File: config.mk
export PLATFORM = sky130hd
export DESIGN_NAME = debug_dump_scheduler
export DESIGN_NICKNAME = d
export VERILOG_FILES = /design/src/rtl/debug_dump_scheduler_pkg.sv /design/src/rtl/debug_frame_fifo.sv /design/src/rtl/debug_dump_scheduler.sv
export SDC_FILE = /design/constraint.sdc
export NUM_CORES = 1
export LEC_CHECK = 0
export ABC_AREA = 1
export BUFFER_PORTS_ARGS = -buffer_cell sky130_fd_sc_hd__buf_2
export CAP_MARGIN = 20
export CORE_MARGIN = 2
export CORE_UTILIZATION = 40
export DETAILED_ROUTE_END_ITERATION = 8
export PLACE_DENSITY = 0.56
export SETUP_SLACK_MARGIN = 0.02
export SYNTH_ARGS = -nofsm -noshare
export SYNTH_HDL_FRONTEND = slang
export SYNTH_HIERARCHICAL = 1
export SYNTH_SLANG_ARGS = --single-unit
File: constraint.sdc
create_clock -name i_clock -period 13 [get_ports i_clock]
set_clock_uncertainty 0.15 [all_clocks]
set_input_delay 0.65 -clock i_clock [delete_from_list [all_inputs] [get_ports i_clock]]
set_output_delay 0.65 -clock i_clock [all_outputs]
set_load 0.01 [all_outputs]
File: src/rtl/debug_dump_scheduler_pkg.sv
// Shared definitions for the debug dump scheduler: select codes, FSM encoding
// and a constant-width helper.
package debug_dump_scheduler_pkg;

    localparam int SEL_W = 6;
    localparam logic [SEL_W-1:0] DEFAULT_BASE_ID = 6'b000000;
    localparam logic [SEL_W-1:0] DEFAULT_IDLE_ID = 6'b111111;

    typedef enum logic [2:0] {
        ST_IDLE    = 3'd0,
        ST_SELECT  = 3'd1,
        ST_CAPTURE = 3'd2,
        ST_DRAIN   = 3'd3,
        ST_GAP     = 3'd4,
        ST_FINISH  = 3'd5
    } dump_state_t;

    function automatic int clog2(input int value);
        int width;
        width = 0;
        while ((1 << width) < value) width++;
        return width;
    endfunction

    // Unit k answers to base + k on the shared select bus.
    function automatic logic [SEL_W-1:0] unit_id(input logic [SEL_W-1:0] base,
                                                 input logic [SEL_W-1:0] index);
        return base + index;
    endfunction

endpackage

File: src/rtl/debug_frame_fifo.sv
// Show-ahead frame buffer between the latch units and the host interface.
// A push into a full buffer is only accepted when a pop frees a slot that cycle.
module debug_frame_fifo
    import debug_dump_scheduler_pkg::*;
#(
    parameter int NB_CONTROL_FRAME = 32,
    parameter int FIFO_DEPTH       = 8
) (
    input  logic                        i_clock,
    input  logic                        i_reset,
    input  logic                        i_push,
    input  logic [NB_CONTROL_FRAME-1:0] i_data,
    input  logic                        i_pop,
    output logic [NB_CONTROL_FRAME-1:0] o_head,
    output logic                        o_empty,
    output logic                        o_full,
    output logic                        o_drop
);

    localparam int PTR_W = clog2(FIFO_DEPTH);
    localparam logic [PTR_W:0] FULL_COUNT = (PTR_W+1)'(FIFO_DEPTH);

    logic [NB_CONTROL_FRAME-1:0] mem [FIFO_DEPTH];
    logic [PTR_W-1:0]            wr_ptr;
    logic [PTR_W-1:0]            rd_ptr;
    logic [PTR_W:0]              count;
    logic                        do_push;
    logic                        do_pop;

    assign o_empty = (count == '0);
    assign o_full  = (count == FULL_COUNT);
    assign do_pop  = i_pop && !o_empty;
    assign do_push = i_push && (!o_full || do_pop);
    assign o_drop  = i_push && !do_push;
    assign o_head  = o_empty ? '0 : mem[rd_ptr];

    always_ff @(posedge i_clock) begin
        if (do_push) mem[wr_ptr] <= i_data;
    end

    always_ff @(posedge i_clock or negedge i_reset) begin
        if (!i_reset) begin
            wr_ptr <= '0;
            rd_ptr <= '0;
            count  <= '0;
        end else begin
            if (do_push) wr_ptr <= wr_ptr + PTR_W'(1);
            if (do_pop)  rd_ptr <= rd_ptr + PTR_W'(1);
            case ({do_push, do_pop})
                2'b10:   count <= count + (PTR_W+1)'(1);
                2'b01:   count <= count - (PTR_W+1)'(1);
                default: count <= count;
            endcase
        end
    end

endmodule

File: src/rtl/debug_dump_scheduler.sv
// Walks every debug latch unit in turn, buffers the frames each one streams
// and hands them to the host interface over a valid/ready port.
//
// state   | meaning
// IDLE    | waiting for a dump request, select bus parked on IDLE_ID
// SELECT  | unit ID driven, waiting (bounded) for its writing flag
// CAPTURE | unit streaming, one frame pushed per writing cycle
// DRAIN   | select parked, waiting for the host to empty the buffer
// GAP     | one parked cycle so the next select is a fresh edge
// FINISH  | dump complete, done pulse
module debug_dump_scheduler
    import debug_dump_scheduler_pkg::*;
#(
    parameter int               NB_CONTROL_FRAME = 32,
    parameter int               N_UNITS          = 4,
    parameter logic [SEL_W-1:0] BASE_ID          = DEFAULT_BASE_ID,
    parameter logic [SEL_W-1:0] IDLE_ID          = DEFAULT_IDLE_ID,
    parameter int               FIFO_DEPTH       = 8,
    parameter int               TIMEOUT          = 16
) (
    input  logic                        i_clock,
    input  logic                        i_reset,
    input  logic                        i_start,
    output logic [SEL_W-1:0]            o_request_select,
    input  logic [NB_CONTROL_FRAME-1:0] i_frame,
    input  logic                        i_writing,
    output logic [NB_CONTROL_FRAME-1:0] o_frame,
    output logic                        o_frame_valid,
    input  logic                        i_frame_ready,
    output logic                        o_busy,
    output logic                        o_done,
    output logic                        o_timeout_err,
    output logic                        o_overflow_err
);

    localparam int TMR_W = clog2(TIMEOUT + 1);
    localparam logic [TMR_W-1:0] TMR_LOAD = TMR_W'(TIMEOUT);
    localparam logic [SEL_W-1:0] LAST_IDX = SEL_W'(N_UNITS - 1);

    dump_state_t      state, state_nxt;
    logic [SEL_W-1:0] sel, sel_nxt;
    logic [SEL_W-1:0] idx, idx_nxt;
    logic [TMR_W-1:0] wait_cnt, wait_nxt;
    logic             push;
    logic             timeout_set;
    logic             err_clear;
    logic             fifo_empty;
    logic             fifo_full;
    logic             fifo_drop;

    debug_frame_fifo #(
        .NB_CONTROL_FRAME (NB_CONTROL_FRAME),
        .FIFO_DEPTH       (FIFO_DEPTH)
    ) u_fifo (
        .i_clock (i_clock),
        .i_reset (i_reset),
        .i_push  (push),
        .i_data  (i_frame),
        .i_pop   (i_frame_ready),
        .o_head  (o_frame),
        .o_empty (fifo_empty),
        .o_full  (fifo_full),
        .o_drop  (fifo_drop)
    );

    always_ff @(posedge i_clock or negedge i_reset) begin
        if (!i_reset) begin
            state          <= ST_IDLE;
            sel            <= IDLE_ID;
            idx            <= '0;
            wait_cnt       <= '0;
            o_timeout_err  <= 1'b0;
            o_overflow_err <= 1'b0;
        end else begin
            state          <= state_nxt;
            sel            <= sel_nxt;
            idx            <= idx_nxt;
            wait_cnt       <= wait_nxt;
            o_timeout_err  <= err_clear ? 1'b0 : (o_timeout_err  | timeout_set);
            o_overflow_err <= err_clear ? 1'b0 : (o_overflow_err | fifo_drop);
        end
    end

    always_comb begin
        state_nxt   = state;
        sel_nxt     = sel;
        idx_nxt     = idx;
        wait_nxt    = wait_cnt;
        push        = 1'b0;
        timeout_set = 1'b0;
        err_clear   = 1'b0;
        case (state)
            ST_IDLE: begin
                if (i_start) begin
                    state_nxt = ST_SELECT;
                    sel_nxt   = unit_id(BASE_ID, '0);
                    idx_nxt   = '0;
                    wait_nxt  = TMR_LOAD;
                    err_clear = 1'b1;
                end
            end
            ST_SELECT: begin
                if (i_writing) begin
                    push      = 1'b1;
                    state_nxt = ST_CAPTURE;
                end else if (wait_cnt <= TMR_W'(1)) begin
                    timeout_set = 1'b1;
                    sel_nxt     = IDLE_ID;
                    state_nxt   = ST_GAP;
                end else begin
                    wait_nxt = wait_cnt - TMR_W'(1);
                end
            end
            ST_CAPTURE: begin
                if (i_writing) begin
                    push = 1'b1;
                end else begin
                    sel_nxt   = IDLE_ID;
                    state_nxt = ST_DRAIN;
                end
            end
            ST_DRAIN: begin
                if (fifo_empty) state_nxt = ST_GAP;
            end
            ST_GAP: begin
                if (idx < LAST_IDX) begin
                    idx_nxt   = idx + SEL_W'(1);
                    sel_nxt   = unit_id(BASE_ID, idx + SEL_W'(1));
                    wait_nxt  = TMR_LOAD;
                    state_nxt = ST_SELECT;
                end else begin
                    state_nxt = ST_FINISH;
                end
            end
            ST_FINISH: state_nxt = ST_IDLE;
            default: begin
                state_nxt = ST_IDLE;
                sel_nxt   = IDLE_ID;
            end
        endcase
    end

    assign o_request_select = sel;
    assign o_frame_valid    = !fifo_empty;
    assign o_busy           = (state != ST_IDLE);
    assign o_done           = (state == ST_FINISH);

endmodule

==> results of run 1 <==
## power by group
group | switching [W] | internal (W) | leakage [nW] | total [W]
sequential | 0.0000726 | 0.00114 | 2.70 | 0.00121
clock | 0.000335 | 0.000470 | 0.460 | 0.000805
combinational | 0.000761 | 0.000367 | 1.78 | 0.00113
total | 0.00117 | 0.00198 | 4.94 | 0.00314
## cell families after synthesis
group,count (synthesis)
AO/OA/AOI/OAI,245
flip-flops,288
adder cells (fa/ha/maj),8
XOR/XNOR,7
buffers and inverters,90
AND/OR/NAND/NOR,389
## area by class of cell
cell class / instances / area (µm²)
antenna: 1 / 2.50
timing repair buffer: 95 / 515
fill: 2710 / 15900
clock buffer: 34 / 787
inverter: 37 / 143
multi-input combinational: 649 / 3050
tap: 390 / 488
clock inverter: 22 / 146
sequential: 288 / 8500
## critical path: stages (launching register included)
cell	delay (ns)
dfrtp_4	0.65
clkinv_2	0.71
buf_4	0.62
o21ai_0	0.27
o21ai_1	0.08
o21ai_0	0.16
nor2_1	0.09
buf_2	0.15
## through the flow
step	hold WS [ns]	cells	power (W)
floorplan	0.204	1027	0.00203
global route	0.0804	1515	0.00339
CTS	0.0520	1515	0.00319
global placement	0.297	1459	0.00236
finish	0.0308	1516	0.00314
detailed placement	0.299	1459	0.00238
## sequential cells by signal (all words and copies together) (netlist names)
signal / cells
u_fifo/rd_ptr: 3
o_request_select: 6
wait_cnt: 5
u_fifo/mem: 256
state: 3
idx: 6
u_fifo/wr_ptr: 3
o_timeout_err: 1
o_overflow_err: 1
u_fifo/count: 4
## how the worst max path moves through the flow
stage,startpoint,endpoint,slack (ns),depth (start not counted)
after detailed placement,u_fifo/rd_ptr[0]$_DFFE_PN0P_,o_frame[6],9.36,7
final,u_fifo/rd_ptr[0]$_DFFE_PN0P_,o_frame[6],8.87,7
after global routing,u_fifo/rd_ptr[0]$_DFFE_PN0P_,o_frame[6],8.50,7
after CTS,u_fifo/rd_ptr[0]$_DFFE_PN0P_,o_frame[6],8.77,7
after global placement,u_fifo/rd_ptr[0]$_DFFE_PN0P_,o_frame[6],9.40,7
after floorplan,i_writing,u_fifo/mem[5][0]$_DFFE_PP_,8.13,6
## metal layers
layer	wire [µm]	track usage [%]	part of all wire, %
met5	7	0	0.027
met4	373	3.62	1.4
met3	1250	2.77	4.8
met2	12400	28.8	48
met1	11900	23.1	46
## cells in the final DEF, fill, tap and decap left out, types with 2 or more instances in the layout
cell,instances
nor2_1,278
edfxtp_1,256
o21ai_0,168
buf_2,79
nand2_1,66
o21ai_1,64
inv_1,31
clkbuf_16,31
dfrtp_1,24
buf_4,16
nand3_1,15
clkinv_1,14
a21oi_1,7
ha_1,7
nor2_4,6
clkinv_2,6
dfstp_2,6
nand2_2,5
xor2_1,5
inv_2,4
nor2_2,4
nor3_2,4
nand2_4,3
clkbuf_1,3
nand3_2,2
nor3_1,2
xnor2_1,2
bufinv_16,2
dfrtp_4,2
==> results.yml, run 1 <==
run_status:
  outcome: "finished clean"
global_routing:
  grt_pass1_vias: 7572
  grt_overflow: 0
  grt_max_degree: 100
  grtUsageTotal_pct: 17.0
  grt_first_pass_wirelength_um: 41300
  antenna_found_initial: 2
synthesis:
  yosysTopAreaCellShare_pct: 64.3
  ys_warn_count: 6
  ys_ff_latch: 288
  synth_largest_area_cell: "edfxtp_1"
  synth_top_family_by_area: "simple AND/OR/NAND/NOR gates"
  synth_mux_area_share_pct: 0
  syn_avg_cell_area_um2: 11.6
  yosysSeqAreaShare_pct: 71.1
  syn_area_mm2: 0.0120
  ys_top_cells_by_area: "edfxtp_1, nor2_1, o21ai_0"
  ys_types: 40
  synth_compound_area_share_pct: 10.4
  yosys_most_used_dff: "edfxtp_1"
  yosys.area_share.simple_pct: 13.3
  yosysMostFrequentCell: "nor2_1"
  syn_inst: 1027
  async_reset_ff_share_pct: 11.1
  synth-xor-area-share_pct: 0.513
  synth.cells.most_frequent: "nor2_1, edfxtp_1, o21ai_0"
  synth_edf_count: 256
  yosys.area_share.adder_pct: 0.900
  syn-num-nets: 1072
critical_path:
  cp-start-kind: "flip-flop"
  rr_startpoint: "u_fifo/count[0]$_DFFE_PN0P_"
  cp.required_ns: 12.20
  r2r_slack_ns: 9.56
  reg2reg_to: "u_fifo/mem[4][15]$_DFFE_PP_"
  crit_arrival_ns: 3.33
  path_class: "reg2out"
  r2r.worst_path.cells: 7
  crit_fanout: 74
  endpoint_kind: "output pin"
route:
  ant_nets: 0
  drt_wl_total_um: 25900
  dr_total_vias: 7669
  route.detailed.drc: 0
  vias_per_cell: 5.06
  wl_per_cell_um: 17.1
  drt-pass1-iter-count: 5
  drtIter0Drc: 527
final_layout:
  final_util_pct: 46.1
  nets: 1147
  area_delta_synth_final_pct: 14.0
  stdcell_area_mm2: 0.0136
  drive_gt1_share_pct: 15.6
pwr:
  ir_worst_vdd_v: 0.000129
  powerDensity_mw_per_mm2: 231
  power_leakage_nw: 4.94
sta:
  finalSetupViolations: 0
  finalCriticalPeriod_ns: 4.13
  worstMarginPinSlew_ns: 1.01
  fin_setup_tns_ns: 0
  slew_headroom_pct: 32.4
  post-route-period-util_pct: 31.8
  hold_violations: 0
  worst_slack_ns: 8.87
  finalMaxSlewViolations: 0
  fmax_mhz: 242
  rsz0062_at_grt: "no"
floorplanning:
  start_util_pct: 40.4
  core_area_mm2: 0.0296
  row_count: 63
  die-width_um: 177
  die_h_um: 177
  io_pins: 80
  design.die.area_mm2: 0.0313
cts:
  cts_buffer_depth: 3
  post_cts_buffers: 0
  cts_hold_buf: 0
  clkTransAtPathRegs_ns: 0.06
  cts.sink_count: 288
  ctsResizeCount: 0
  clockRootBuffer: "clkbuf_16"
  clkLatencyLatePin_ns: 0.54
  numCtsBuffers: 31
  cts_tree: "done"
  cts-htree-levels: 1
place:
  detailedPlacementHpwl_um: 14300
  place_area_mm2: 0.0127
  post-place-ws_ns: 9.36
  gp_congestion: 0.746
  port-buffer-count: 79
flow_run:
  drv_cap: 0
min_path:
  min_path_type: "in2async"
Note: power is estimated with default switching activity, not from simulation.
==> inputs of run 2 (changes only) <==
==> constraint.sdc (replaced) <==
create_clock -name i_clock -period 4.3 [get_ports i_clock]
set_clock_uncertainty 0.15 [all_clocks]
set_input_delay 0.215 -clock i_clock [delete_from_list [all_inputs] [get_ports i_clock]]
set_output_delay 0.215 -clock i_clock [all_outputs]
set_load 0.01 [all_outputs]
==> results.yml, run 2 (synthesis results as in run 1) <==
run_status:
  outcome: "finished clean"
critical_path:
  cpPeakStageDelay_ns: 0.69
  cp_cell_sequence: "clkinv_2 -> buf_12 -> o21ai_0 -> o21ai_0 -> o21ai_0 -> nor2_1 -> buf_2"
  crit_slowest_cell: "dfrtp_4"
  crit_arrival_ns: 2.84
  path_class: "reg2out"
  crit_fanout: 104
  cp-start-kind: "flip-flop"
  cp.required_ns: 3.93
  endpoint_kind: "output pin"
  cpMostUsedCell: "o21ai_0"
place:
  gp_congestion: 0.762
  port-buffer-count: 79
  detailedPlacementHpwl_um: 14600
  dpl.cell_count: 1463
cts:
  cts-htree-levels: 1
  numCtsBuffers: 31
  cts.sink_count: 288
  clkLatencyLatePin_ns: 0.56
  cts_tree: "done"
  post_cts_buffers: 0
  cts_buffer_depth: 3
  clockRootBuffer: "clkbuf_16"
  ctsResizeCount: 0
  clkTransAtPathRegs_ns: 0.06
  cts_hold_buf: 37
floorplanning:
  start_util_pct: 40.4
  core_area_mm2: 0.0296
  row_count: 63
  io_pins: 80
  die-width_um: 177
  die_h_um: 177
  design.die.area_mm2: 0.0313
sta:
  fin_setup_tns_ns: 0
  slew_headroom_pct: 45.2
  rsz0062_at_grt: "no"
  timing.hold.ws_ns: 0.106
  post-route-period-util_pct: 74.6
  finalMaxSlewViolations: 0
  finalCriticalPeriod_ns: 3.21
  finalSetupViolations: 0
  fmax_mhz: 312
  hold_violations: 0
  worstMarginPinSlew_ns: 0.822
global_routing:
  grt_first_pass_wirelength_um: 41800
  grtUsageTotal_pct: 17.1
  antenna_found_initial: 1
  grt_max_degree: 105
  grt_overflow: 0
  grt_pass1_vias: 7549
route:
  wl_per_cell_um: 16.9
  drt_wl_total_um: 26400
  dr_total_vias: 7829
  vias_per_cell: 5.03
  drt-pass1-iter-count: 5
  route.detailed.drc: 0
  drtIter0Drc: 672
  ant_nets: 0
final_layout:
  largest_register_ffs: 256
  final_util_pct: 47.7
  nets: 1188
  largest_register: "u_fifo/mem"
  drive_gt1_share_pct: 15.3
  final_cell_mix: "nor2_1, edfxtp_1, o21ai_0"
  layout_commonest_cell: "nor2_1"
  area_delta_synth_final_pct: 17.9
  fill_cells: 2720
  final_cells: 1558
pwr:
  power_leakage_nw: 5.13
  p_total_w: 0.00969
  powerDensity_mw_per_mm2: 687
  ir_worst_vdd_v: 0.000346
min_path:
  min_path_type: "in2async"
flow_run:
  drv_cap: 0
==> run 2: through the flow <==
stage               setup WS, ns  cell area [µm²]
global route               0.838            14100
CTS                         1.05            14100
finish                      1.09            14100
detailed placement          1.34            12800
floorplan                  0.330            12000
global placement            1.38            12800
==> run 2: routing by layer <==
metal / vias up / routed length, µm / track usage (%) / part of all wire [%]
met5: - / 0 / 0 / 0
met4: 0 / 500 / 4.96 / 1.9
met3: 44 / 1040 / 2.36 / 3.9
met2: 167 / 12300 / 27.8 / 47
met1: 3806 / 12500 / 24.1 / 47
li1: 3812 / - / - / -
==> run 2: critical path: cells and delay by family, from the launching register on <==
| family | cells | cell delay [ns] |
|---|---|---|
| flops | 1 | 0.69 |
| compound gates | 3 | 0.53 |
| simple gates | 1 | 0.06 |
| buf+inv | 3 | 0.92 |
==> run 2: path summary, 6_finish.rpt <==
check | start | end | slack [ns] | cells after the start
min reg2reg | o_request_select[3]$_DFFE_PN1P_ | o_request_select[3]$_DFFE_PN1P_ | 0.31 | 2
min in group i_clock | o_request_select[3]$_DFFE_PN1P_ | o_request_select[3]$_DFFE_PN1P_ | 0.31 | 2
max reg2reg | state[2]$_DFFE_PN0P_ | u_fifo/mem[2][15]$_DFFE_PP_ | 1.34 | 8
max in group asynchronous | i_reset | u_fifo/rd_ptr[0]$_DFFE_PN0P_ | 3.33 | 2
min | i_reset | wait_cnt[2]$_DFFE_PN0P_ | 0.11 | 2
max | u_fifo/rd_ptr[0]$_DFFE_PN0P_ | o_frame[24] | 1.09 | 7
==> run 2: area by class of cell <==
class	instances	area (µm²)	share of cell area, %
Antenna cell	1	2.50	0.0177
Clock buffer	43	821	5.82
Clock inverter	14	141	1.00
Inverter	37	143	1.01
Multi-Input combinational cell	649	3060	21.7
Sequential cell	288	8500	60.3
Tap cell	390	488	3.46
Timing Repair Buffer	136	941	6.67
==> run 2: report_power, final <==
part	internal, W	switching (W)
Sequential	0.00344	0.000296
Combinational	0.00117	0.00225
Clock	0.00150	0.00104
Total	0.00611	0.00358
